`config.mk`:
```
export PLATFORM = sky130hd
export DESIGN_NAME = serial_add_sub_flat
export DESIGN_NICKNAME = d
export VERILOG_FILES = /design/src/rtl/serial_add_sub_if.sv /design/src/rtl/serial_add_sub.sv /design/src/flat_wrapper.sv
export SDC_FILE = /design/constraint.sdc
export NUM_CORES = 1
export LEC_CHECK = 0
export BUFFER_PORTS_ARGS = -buffer_cell sky130_fd_sc_hd__buf_2
export CORE_ASPECT_RATIO = 2
export CORE_MARGIN = 1.5
export CORE_UTILIZATION = 25
export DETAILED_ROUTE_END_ITERATION = 8
export PLACE_DENSITY_LB_ADDON = 0.1
export SYNTH_ARGS = -nofsm -noshare
export SYNTH_HDL_FRONTEND = slang
export SYNTH_SLANG_ARGS = --single-unit
```
`constraint.sdc`:
```
create_clock -name clk -period 3.4 [get_ports clk]
set_input_delay 0.17 -clock clk [delete_from_list [all_inputs] [get_ports clk]]
set_output_delay 0.17 -clock clk [all_outputs]
set_load 0.01 [all_outputs]
```
`src/rtl/serial_add_sub_if.sv`:
```
`default_nettype none
// +----------------------------------------------------------------------------+
// | serial_add_sub_if                                                          |
// | Start/done operand and result bundle for the bit-serial adder/subtractor.  |
// | ovf exists only when SERIAL_ADD_SUB_OVF_EN is defined.                     |
// | Rev 1.0 - initial release                                                  |
// +----------------------------------------------------------------------------+
interface serial_add_sub_if #(
  parameter int WIDTH = 8
);
  logic             start;
  logic             sub;
  logic [WIDTH-1:0] a;
  logic [WIDTH-1:0] b;
  logic             cin;
  logic             busy;
  logic             done;
  logic [WIDTH-1:0] result;
  logic             cout;
`ifdef SERIAL_ADD_SUB_OVF_EN
  logic             ovf;

  modport master (output start, sub, a, b, cin,
                  input  busy, done, result, cout, ovf);
  modport slave  (input  start, sub, a, b, cin,
                  output busy, done, result, cout, ovf);
`else
  modport master (output start, sub, a, b, cin,
                  input  busy, done, result, cout);
  modport slave  (input  start, sub, a, b, cin,
                  output busy, done, result, cout);
`endif
endinterface
`default_nettype wire

```
`src/rtl/serial_add_sub.sv`:
```
`default_nettype none
// +----------------------------------------------------------------------------+
// | serial_add_sub                                                             |
// | Bit-serial two's-complement add/subtract, one full-adder slice, LSB first. |
// | Optional signed overflow output: define SERIAL_ADD_SUB_OVF_EN.            |
// | Rev 1.0 - initial release                                                  |
// +----------------------------------------------------------------------------+
module serial_add_sub #(
  parameter int WIDTH = 8
) (
  input  wire              clk,
  input  wire              rst_n,
  serial_add_sub_if.slave  bus
);
  localparam int CNT_W = $clog2(WIDTH);

  typedef enum logic [0:0] {
    IDLE = 1'b0,
    RUN  = 1'b1
  } state_t;

  state_t           r_state;
  state_t           w_state_next;
  logic             w_load;
  logic             w_last;

  logic [WIDTH-1:0] r_a;
  logic [WIDTH-1:0] r_b;
  logic             r_sub;
  logic             r_carry;
  logic [WIDTH-2:0] r_acc;
  logic [CNT_W-1:0] r_cnt;
  logic [WIDTH-1:0] r_result;
  logic             r_cout;
  logic             r_done;

  logic             w_bb;
  logic             w_sum;
  logic             w_cy;
  logic [WIDTH-1:0] w_acc_next;

  // Single full-adder slice; b is inverted for subtraction.
  assign w_bb       = r_b[0] ^ r_sub;
  assign w_sum      = r_a[0] ^ w_bb ^ r_carry;
  assign w_cy       = (r_a[0] & w_bb) | (r_carry & (r_a[0] ^ w_bb));
  assign w_acc_next = {w_sum, r_acc};

  always_ff @(posedge clk or negedge rst_n) begin
    if (!rst_n) r_state <= IDLE;
    else        r_state <= w_state_next;
  end

  always_comb begin
    w_state_next = r_state;
    w_load       = 1'b0;
    w_last       = 1'b0;
    case (r_state)
      IDLE: begin
        if (bus.start) begin
          w_load       = 1'b1;
          w_state_next = RUN;
        end
      end
      RUN: begin
        if (r_cnt == CNT_W'(WIDTH - 1)) begin
          w_last       = 1'b1;
          w_state_next = IDLE;
        end
      end
      default: w_state_next = IDLE;
    endcase
  end

`ifdef SERIAL_ADD_SUB_OVF_EN
  logic r_ovf;
`endif

  always_ff @(posedge clk or negedge rst_n) begin
    if (!rst_n) begin
      r_a      <= '0;
      r_b      <= '0;
      r_sub    <= 1'b0;
      r_carry  <= 1'b0;
      r_acc    <= '0;
      r_cnt    <= '0;
      r_result <= '0;
      r_cout   <= 1'b0;
      r_done   <= 1'b0;
`ifdef SERIAL_ADD_SUB_OVF_EN
      r_ovf    <= 1'b0;
`endif
    end else begin
      r_done <= w_last;
      if (w_load) begin
        r_a     <= bus.a;
        r_b     <= bus.b;
        r_sub   <= bus.sub;
        // Sub computes a + ~b + !cin, so the initial carry is cin ^ sub.
        r_carry <= bus.cin ^ bus.sub;
        r_cnt   <= '0;
      end else if (r_state == RUN) begin
        r_a     <= r_a >> 1;
        r_b     <= r_b >> 1;
        r_carry <= w_cy;
        r_acc   <= w_acc_next[WIDTH-1:1];
        r_cnt   <= r_cnt + 1'b1;
        if (w_last) begin
          r_result <= w_acc_next;
          r_cout   <= w_cy;
`ifdef SERIAL_ADD_SUB_OVF_EN
          // r_carry is the carry into the MSB on the final bit.
          r_ovf    <= r_carry ^ w_cy;
`endif
        end
      end
    end
  end

  assign bus.busy   = (r_state == RUN);
  assign bus.done   = r_done;
  assign bus.result = r_result;
  assign bus.cout   = r_cout;
`ifdef SERIAL_ADD_SUB_OVF_EN
  assign bus.ovf    = r_ovf;
`endif

endmodule
`default_nettype wire
```
`src/flat_wrapper.sv`:
```
// flat-port wrapper written by rule: the top's interface ports become plain ports
module serial_add_sub_flat 
#(
  parameter int WIDTH = 8
)
  (clk, rst_n, bus_start, bus_sub, bus_a, bus_b, bus_cin, bus_busy, bus_done, bus_result, bus_cout);
  serial_add_sub_if #(.WIDTH(WIDTH)) bus_i ();
  input  wire clk;
  input  wire rst_n;
  input wire logic [$bits(bus_i.start)-1:0] bus_start;
  input wire logic [$bits(bus_i.sub)-1:0] bus_sub;
  input wire logic [$bits(bus_i.a)-1:0] bus_a;
  input wire logic [$bits(bus_i.b)-1:0] bus_b;
  input wire logic [$bits(bus_i.cin)-1:0] bus_cin;
  output wire logic [$bits(bus_i.busy)-1:0] bus_busy;
  output wire logic [$bits(bus_i.done)-1:0] bus_done;
  output wire logic [$bits(bus_i.result)-1:0] bus_result;
  output wire logic [$bits(bus_i.cout)-1:0] bus_cout;
  assign bus_i.start = bus_start;
  assign bus_i.sub = bus_sub;
  assign bus_i.a = bus_a;
  assign bus_i.b = bus_b;
  assign bus_i.cin = bus_cin;
  assign bus_busy = bus_i.busy;
  assign bus_done = bus_i.done;
  assign bus_result = bus_i.result;
  assign bus_cout = bus_i.cout;
  serial_add_sub #(.WIDTH(WIDTH)) u_core (.clk(clk), .rst_n(rst_n), .bus(bus_i));
endmodule
```
Word-level counts from Yosys, hierarchy flattened
Cells that the tools add are included.
- eq/ne operators: 1
- multiplexer cells: 14
- bitwise gates (word level): 9
- add/subtract/negate cells: 1
- reductions and logical operators: 3
- operator list (kind ; number):
    8-bit two-way mux ; 4
    1-bit two-way mux ; 7
    3-bit two-way mux ; 2
    1-bit bitwise XOR ; 4
    3-bit by 1-bit adder with 3-bit output, second input constant ; 1
    3-bit == test, second input constant ; 1
    3-bit AND reduction ; 1
    1-bit bitwise AND ; 2
    1-bit NOT ; 2
    1-bit one-hot mux with 2 select lines ; 1
    2-bit AND reduction ; 1
    2-bit nonzero test ; 1
    1-bit bitwise OR ; 1
- word-level logic and storage cells: 38
- output and inout bits: 11
- register bits: 39
- input bits: 21

Longest topological paths before layout
Gate-level depths: netlist (run 1).
- word-level depth: 6
- depth in mapped cells: 4
- mapped depth without buffers: 4

Worst setup path after synthesis (run 1)
OpenSTA, ideal clock, no wires.
- kind: register to register
- start: register u_core.r_cnt[0]
- end: register u_core.r_result[0] (netlist: u_core.bus.result[0])
- slack: 2.045 ns
- library setup time: 0.125 ns
- buffers on the path: 0
- period minus slack after synthesis: 1.355 ns
- arrival: 1.230 ns
- stages on the path, launching flop included: 5
- cells stage by stage: dfrtp_1 > ha_1 > ha_1 > nand2_4 > mux2_4
- word-level cells in the longest chain between the ends: 4
- RTL lines (what ; RTL line ; source):
    from (decl) ; serial_add_sub.sv:32 ; logic [CNT_W-1:0] r_cnt;
    from (signal assigned) ; serial_add_sub.sv:106 ; r_cnt <= r_cnt + 1'b1;
    3-bit == test ; serial_add_sub.sv:65 ; if (r_cnt == CNT_W'(WIDTH - 1)) begin
    1-bit two-way mux ; serial_add_sub.sv:65 ;
    1-bit two-way mux ; serial_add_sub.sv:57 ; case (r_state)
    3-bit AND reduction (no line) ; - ;
    to (signal assigned) ; serial_add_sub.sv:108 ; r_result <= w_acc_next;
    to (decl) ; serial_add_sub.sv:33 ; logic [WIDTH-1:0] r_result;
Every way passes these cells.
A chain may end at the register's enable or synchronous reset.

Final worst setup path (run 1)
- start: register u_core.r_state (netlist: u_core.bus.busy)
- end: output port bus_busy
- RTL lines (what ; RTL line ; source):
    from (decl) ; serial_add_sub.sv:22 ; state_t r_state;
    from (signal assigned) ; serial_add_sub.sv:50 ; else r_state <= w_state_next;
    to (decl) ; flat_wrapper.sv:15 ; output wire logic [$bits(bus_i.busy)-1:0] bus_busy;
No word-level cell between the ends.

==> results.cfg, run 1 <==
[hold_path]
hold_path_class = primary input to asynchronous set/reset pin

[placed_design]
portBuffers = 31
dp_hpwl_um = 2220
place_area_mm2 = 0.00194
place_congestion = 0.633

[synthesis]
ys_seq_area_frac = 0.565
ys_types = 22
postSynthAreaPerCell_um2 = 13.4
postSynthCellCount = 129
syn_nets = 153
synth.ff_latch_count = 39
synth_area_mm2 = 0.00173
yosysWarnings = 0

[setup_path]
endpoint = bus_busy
cp_slowest_cell = dfrtp_1
worstPathCellList = buf_4 -> buf_2
reg2reg_from = u_core.bus.busy
r2r_setup_slack_ps = 1830
crit_required_ps = 3230
startpoint_type = register
cp-startpoint = u_core.bus.busy
crit_path_end_kind = output pin
crit_type = register to output pin
cpPeakStageDelay_ps = 640
critPathMaxFanout = 35
reg2regPathDepth = 2
r2r-end = u_core.r_acc[0]
arrival_ps = 1570

[timing]
finalHoldViolations = 0
rsz0062_at_grt = false
slew_violations = 0
tns_ps = 0
fmax_mhz = 575
fin_crit_sh = 0.511
finClkSkew_ps = 3.88
finalCriticalPeriod_ps = 1740
max_slew_margin = 0.402
worst_slew_pin_slew_ps = 897
final-setup-viol-count = 0
hold_ws_ps = 19.2

[route]
drt-wirelength-per-cell_um = 12.9
drt_iter0_markers = 25
drc = 0
dr.pass1.iters = 3
ant_nets = 0
viasPerCell = 4.25
vias = 1063
wirelength_um = 3210

[global_route]
grtUsageMet2 = 0.172
grt_pass1_wl_um = 5460
grt_pass1_vias = 1169
top_usage_layer = met2
grt_util_all_layers = 0.101
overflow = 0
use_met3 = 0.0235
grt_use_met1 = 0.108
antenna_found_initial = 0
grt_max_degree = 40

[clock_network]
clkSinkCount = 39
post_cts_buffers = 0
clock_latency_ps = 280
clk_pin_slew_ps = 60
cts_tree = built
h-tree-depth = 2
cts_max_path_buffers = 2
cts_root_buffer = clkbuf_16
numCtsBuffers = 5
hold_buffers = 0
post_cts_resized = 0

[pwr]
p_per_area_mw_per_mm2 = 915
pwr-share-seq = 0.426
switchingPower_mw = 0.591
p_sw_frac = 0.312
comb_power_share = 0.338
power.leakage_nw = 1.05
clock_power_share = 0.236
p_int_mw = 1.31
peakVddDrop_v = 0.000253

[job]
max_cap_violations = 0

[run_status]
status = completed

[cells_and_area]
final_core_util = 0.311
drive_gt1_frac = 0.346
final_common_cell = dfrtp_1
final_cell_mix = 39 x dfrtp_1, 31 x buf_2, 19 x mux2i_1
nets = 185
final_area_mm2 = 0.00207
area_delta_synth_final_pct = 20.1
diodes = 0

[floorplan]
coreArea_mm2 = 0.00667
io_pins = 32
fp.dieH_um = 121
start_util = 0.259
num_rows = 42
dieArea_mm2 = 0.00745
die_x_um = 61.8
## registers in the layout, indices dropped and copies added (netlist names)
name	flops
u_core.r_b	8
u_core.bus.busy	1
u_core.bus.cout	1
u_core.bus.done	1
u_core.r_carry	1
u_core.r_sub	1
u_core.r_cnt	3
u_core.r_a	8
u_core.r_acc	7
u_core.bus.result	8
## through the flow
stage	instances	setup slack (ps)	power, mW
after floorplan	129	2040	1.31
after global placement	242	1840	1.46
after detailed placement	242	1820	1.48
after CTS	250	1630	1.94
after global routing	250	1560	2.04
final	250	1660	1.90
## cells in the mapped netlist, drive strengths merged
cell type | n | area [um^2]
o21ai | 14 | 70.1
a21oi | 1 | 5.00
xnor2 | 1 | 8.76
nor2b | 2 | 15.0
inv | 6 | 22.5
buf | 7 | 63.8
mux2 | 15 | 218
mux2i | 19 | 190
dfrtp | 39 | 976
fa | 1 | 20.0
xor2 | 1 | 8.76
a22o | 2 | 17.5
nand2 | 15 | 63.8
ha | 2 | 25.0
nor2 | 3 | 13.8
a221o | 1 | 10.0
## power groups by stage
stage	Sequential, mW	Combinational (mW)	Clock [mW]
3_3_place_gp	0.810	0.649	0
2_1_floorplan	0.800	0.514	0
3_5_place_dp	0.822	0.660	0
4_1_cts	0.815	0.662	0.464
5_1_grt	0.842	0.722	0.479
6_report	0.809	0.641	0.447
## worst max-delay path, delay by kind of cell, from the launching register on
family   cells  cell delay, ps
flops        1             640
buf+inv      2             630
## cell type report
cell class	count	area [um^2]
clock buffer	7	133
fill	717	4600
timing repair buffer	32	163
inverter	6	22.5
tap	88	110
multi-input combinational	77	666
sequential	39	976
clock inverter	1	5.00
## worst min-delay path by stage
| stage | slack, ps | endpoint |
|---|---|---|
| floorplan | -130 | u_core.bus.busy |
| global placement | 340 | u_core.bus.done |
| detailed placement | 370 | u_core.bus.result[6] |
| CTS | 70 | u_core.bus.result[6] |
| global route | 100 | u_core.bus.result[6] |
| finish | 20 | u_core.bus.result[6] |
## logic make-up after synthesis
group	Yosys count	synth area share
AO/OA/AOI/OAI	18	0.0594
XOR/XNOR	2	0.0101
adder cells (fa/ha/maj)	3	0.0261
buffers and inverters	13	0.0500
flip-flops	39	0.565
multiplexers	34	0.236
AND/OR/NAND/NOR	20	0.0536
## per-layer routing
layer	vias to the layer above	routed length (um)
li1	500	-
met4	0	60
met3	4	110
met1	534	1270
met5	-	0
met2	25	1770
No activity file was read; power rests on OpenSTA's default activity.
==> run 2: changes to the inputs <==
==> constraint.sdc (replaced) <==
create_clock -name clk -period 1.5 [get_ports clk]
set_input_delay 0.075 -clock clk [delete_from_list [all_inputs] [get_ports clk]]
set_output_delay 0.075 -clock clk [all_outputs]
set_load 0.01 [all_outputs]
==> results.cfg, run 2 (same netlist as run 1, synthesis figures left out) <==
[timing]
finalCriticalPeriod_ps = 1420
fin_crit_sh = 0.950
slew_violations = 0
finClkSkew_ps = 3.26
finalWorstSetupSlack_ps = 75.7
worst_slew_pin_slew_ps = 225
fmax_mhz = 702
max_slew_margin = 0.850
tns_ps = 0
final-setup-viol-count = 0
rsz0062_at_grt = false
finalHoldViolations = 0

[route]
viasPerCell = 4.24
dr.pass1.iters = 2
ant_nets = 0
vias = 1078
drc = 0
wirelength_um = 3110
drt-wirelength-per-cell_um = 12.3
drt_iter0_markers = 28

[global_route]
grt_util_all_layers = 0.0956
top_usage_layer = met2
overflow = 0
grt_use_met1 = 0.106
grtUsageMet2 = 0.163
grt_max_degree = 40
grt_pass1_vias = 1166
antenna_found_initial = 0
grt_pass1_wl_um = 5290
use_met3 = 0.0235

[run_status]
status = completed

[cells_and_area]
final_cell_mix = 39 x dfrtp_1, 31 x buf_2, 19 x mux2i_1
area_delta_synth_final_pct = 23.5
fillCellCount = 705
final_common_cell = dfrtp_1
diodes = 0
final_area_mm2 = 0.00213
nets = 189
drive_gt1_frac = 0.367

[clock_network]
post_cts_resized = 0
numCtsBuffers = 5
clk_pin_slew_ps = 60
h-tree-depth = 2
post_cts_buffers = 0
cts_root_buffer = clkbuf_16
cts_tree = built
cts_max_path_buffers = 2
hold_buffers = 1
clkSinkCount = 39
clock_latency_ps = 270

[placed_design]
post-place-ws_ps = 72.8
portBuffers = 31
dp_hpwl_um = 2170
place_congestion = 0.639
place_area_mm2 = 0.00198

[setup_path]
r2r_setup_slack_ps = 80
reg2regPathDepth = 4
critPathMaxFanout = 10
r2r-end = u_core.bus.result[0]
crit_path_end_kind = register
reg2reg_from = u_core.r_cnt[0]
startpoint_type = register
cp-startpoint = u_core.r_cnt[0]
arrival_ps = 1580
crit_required_ps = 1660
crit_type = register to register
endpoint = u_core.bus.result[0]

[pwr]
comb_power_share = 0.358
power.leakage_nw = 1.08
peakVddDrop_v = 0.000573
p_sw_frac = 0.310
clock_power_share = 0.232
pwr-share-seq = 0.410
p_per_area_mw_per_mm2 = 2040
power_mw = 4.35
switchingPower_mw = 1.35
p_int_mw = 3.00

[floorplan]
fp.dieH_um = 121
num_rows = 42
io_pins = 32
start_util = 0.259
die_x_um = 61.8
coreArea_mm2 = 0.00667
dieArea_mm2 = 0.00745

[hold_path]
holdPathStages = 3
hold_path_class = primary input to register

[job]
max_cap_violations = 0
## run 2: changes by cell type in the layout (fill, tap and decap cells not counted)
cell and delta:
buf_12 +2, clkbuf_1 -2, clkinv_2 +2, buf_4 +1
dlygate4sd3_1 +1
## run 2: worst min-delay path by stage
stage                           end  slack [ps]     start
global route           u_core.r_sub          50   bus_sub
floorplan           u_core.bus.busy        -220     rst_n
global placement    u_core.bus.done          60     rst_n
detailed placement  u_core.bus.done          60     rst_n
CTS                   u_core.r_a[7]          40  bus_a[7]
finish                u_core.r_a[7]          40  bus_a[7]
## run 2: critical path, cell delays in order (launching register included)
cell,delay (ps)
dfrtp_1,380
ha_1,200
ha_1,220
nand2_4,190
mux2_4,320
## run 2: metrics by stage
stage               hold WS [ps]   util  cells
global route                47.9  0.320    254
finish                      43.7  0.320    254
CTS                         41.6  0.320    254
floorplan                   -221      -    129
global placement            62.2  0.297    245
detailed placement          64.6  0.297    245
## run 2: per-layer routing
layer | part of all wire | wire [um]
met1 | 0.41 | 1280
met2 | 0.54 | 1680
met3 | 0.039 | 122
met4 | 0.010 | 31
met5 | 0 | 0
## run 2: power by group through the flow
stage	Combinational, mW	Clock [mW]	Sequential, mW
after floorplan	1.17	0	1.81
after global placement	1.57	0	1.80
after detailed placement	1.59	0	1.82
after CTS	1.60	1.06	1.80
after global routing	1.75	1.10	1.86
final	1.56	1.01	1.79
## run 2: area by class of cell
type                            instances  area, um^2  area share
Sequential cell                        39         976       0.457
Multi-Input combinational cell         77         666       0.312
Timing Repair Buffer                   36         220       0.103
Clock buffer                            5         125      0.0586
Tap cell                               88         110      0.0516
Inverter                                6        22.5      0.0106
Clock inverter                          3        15.0     0.00703
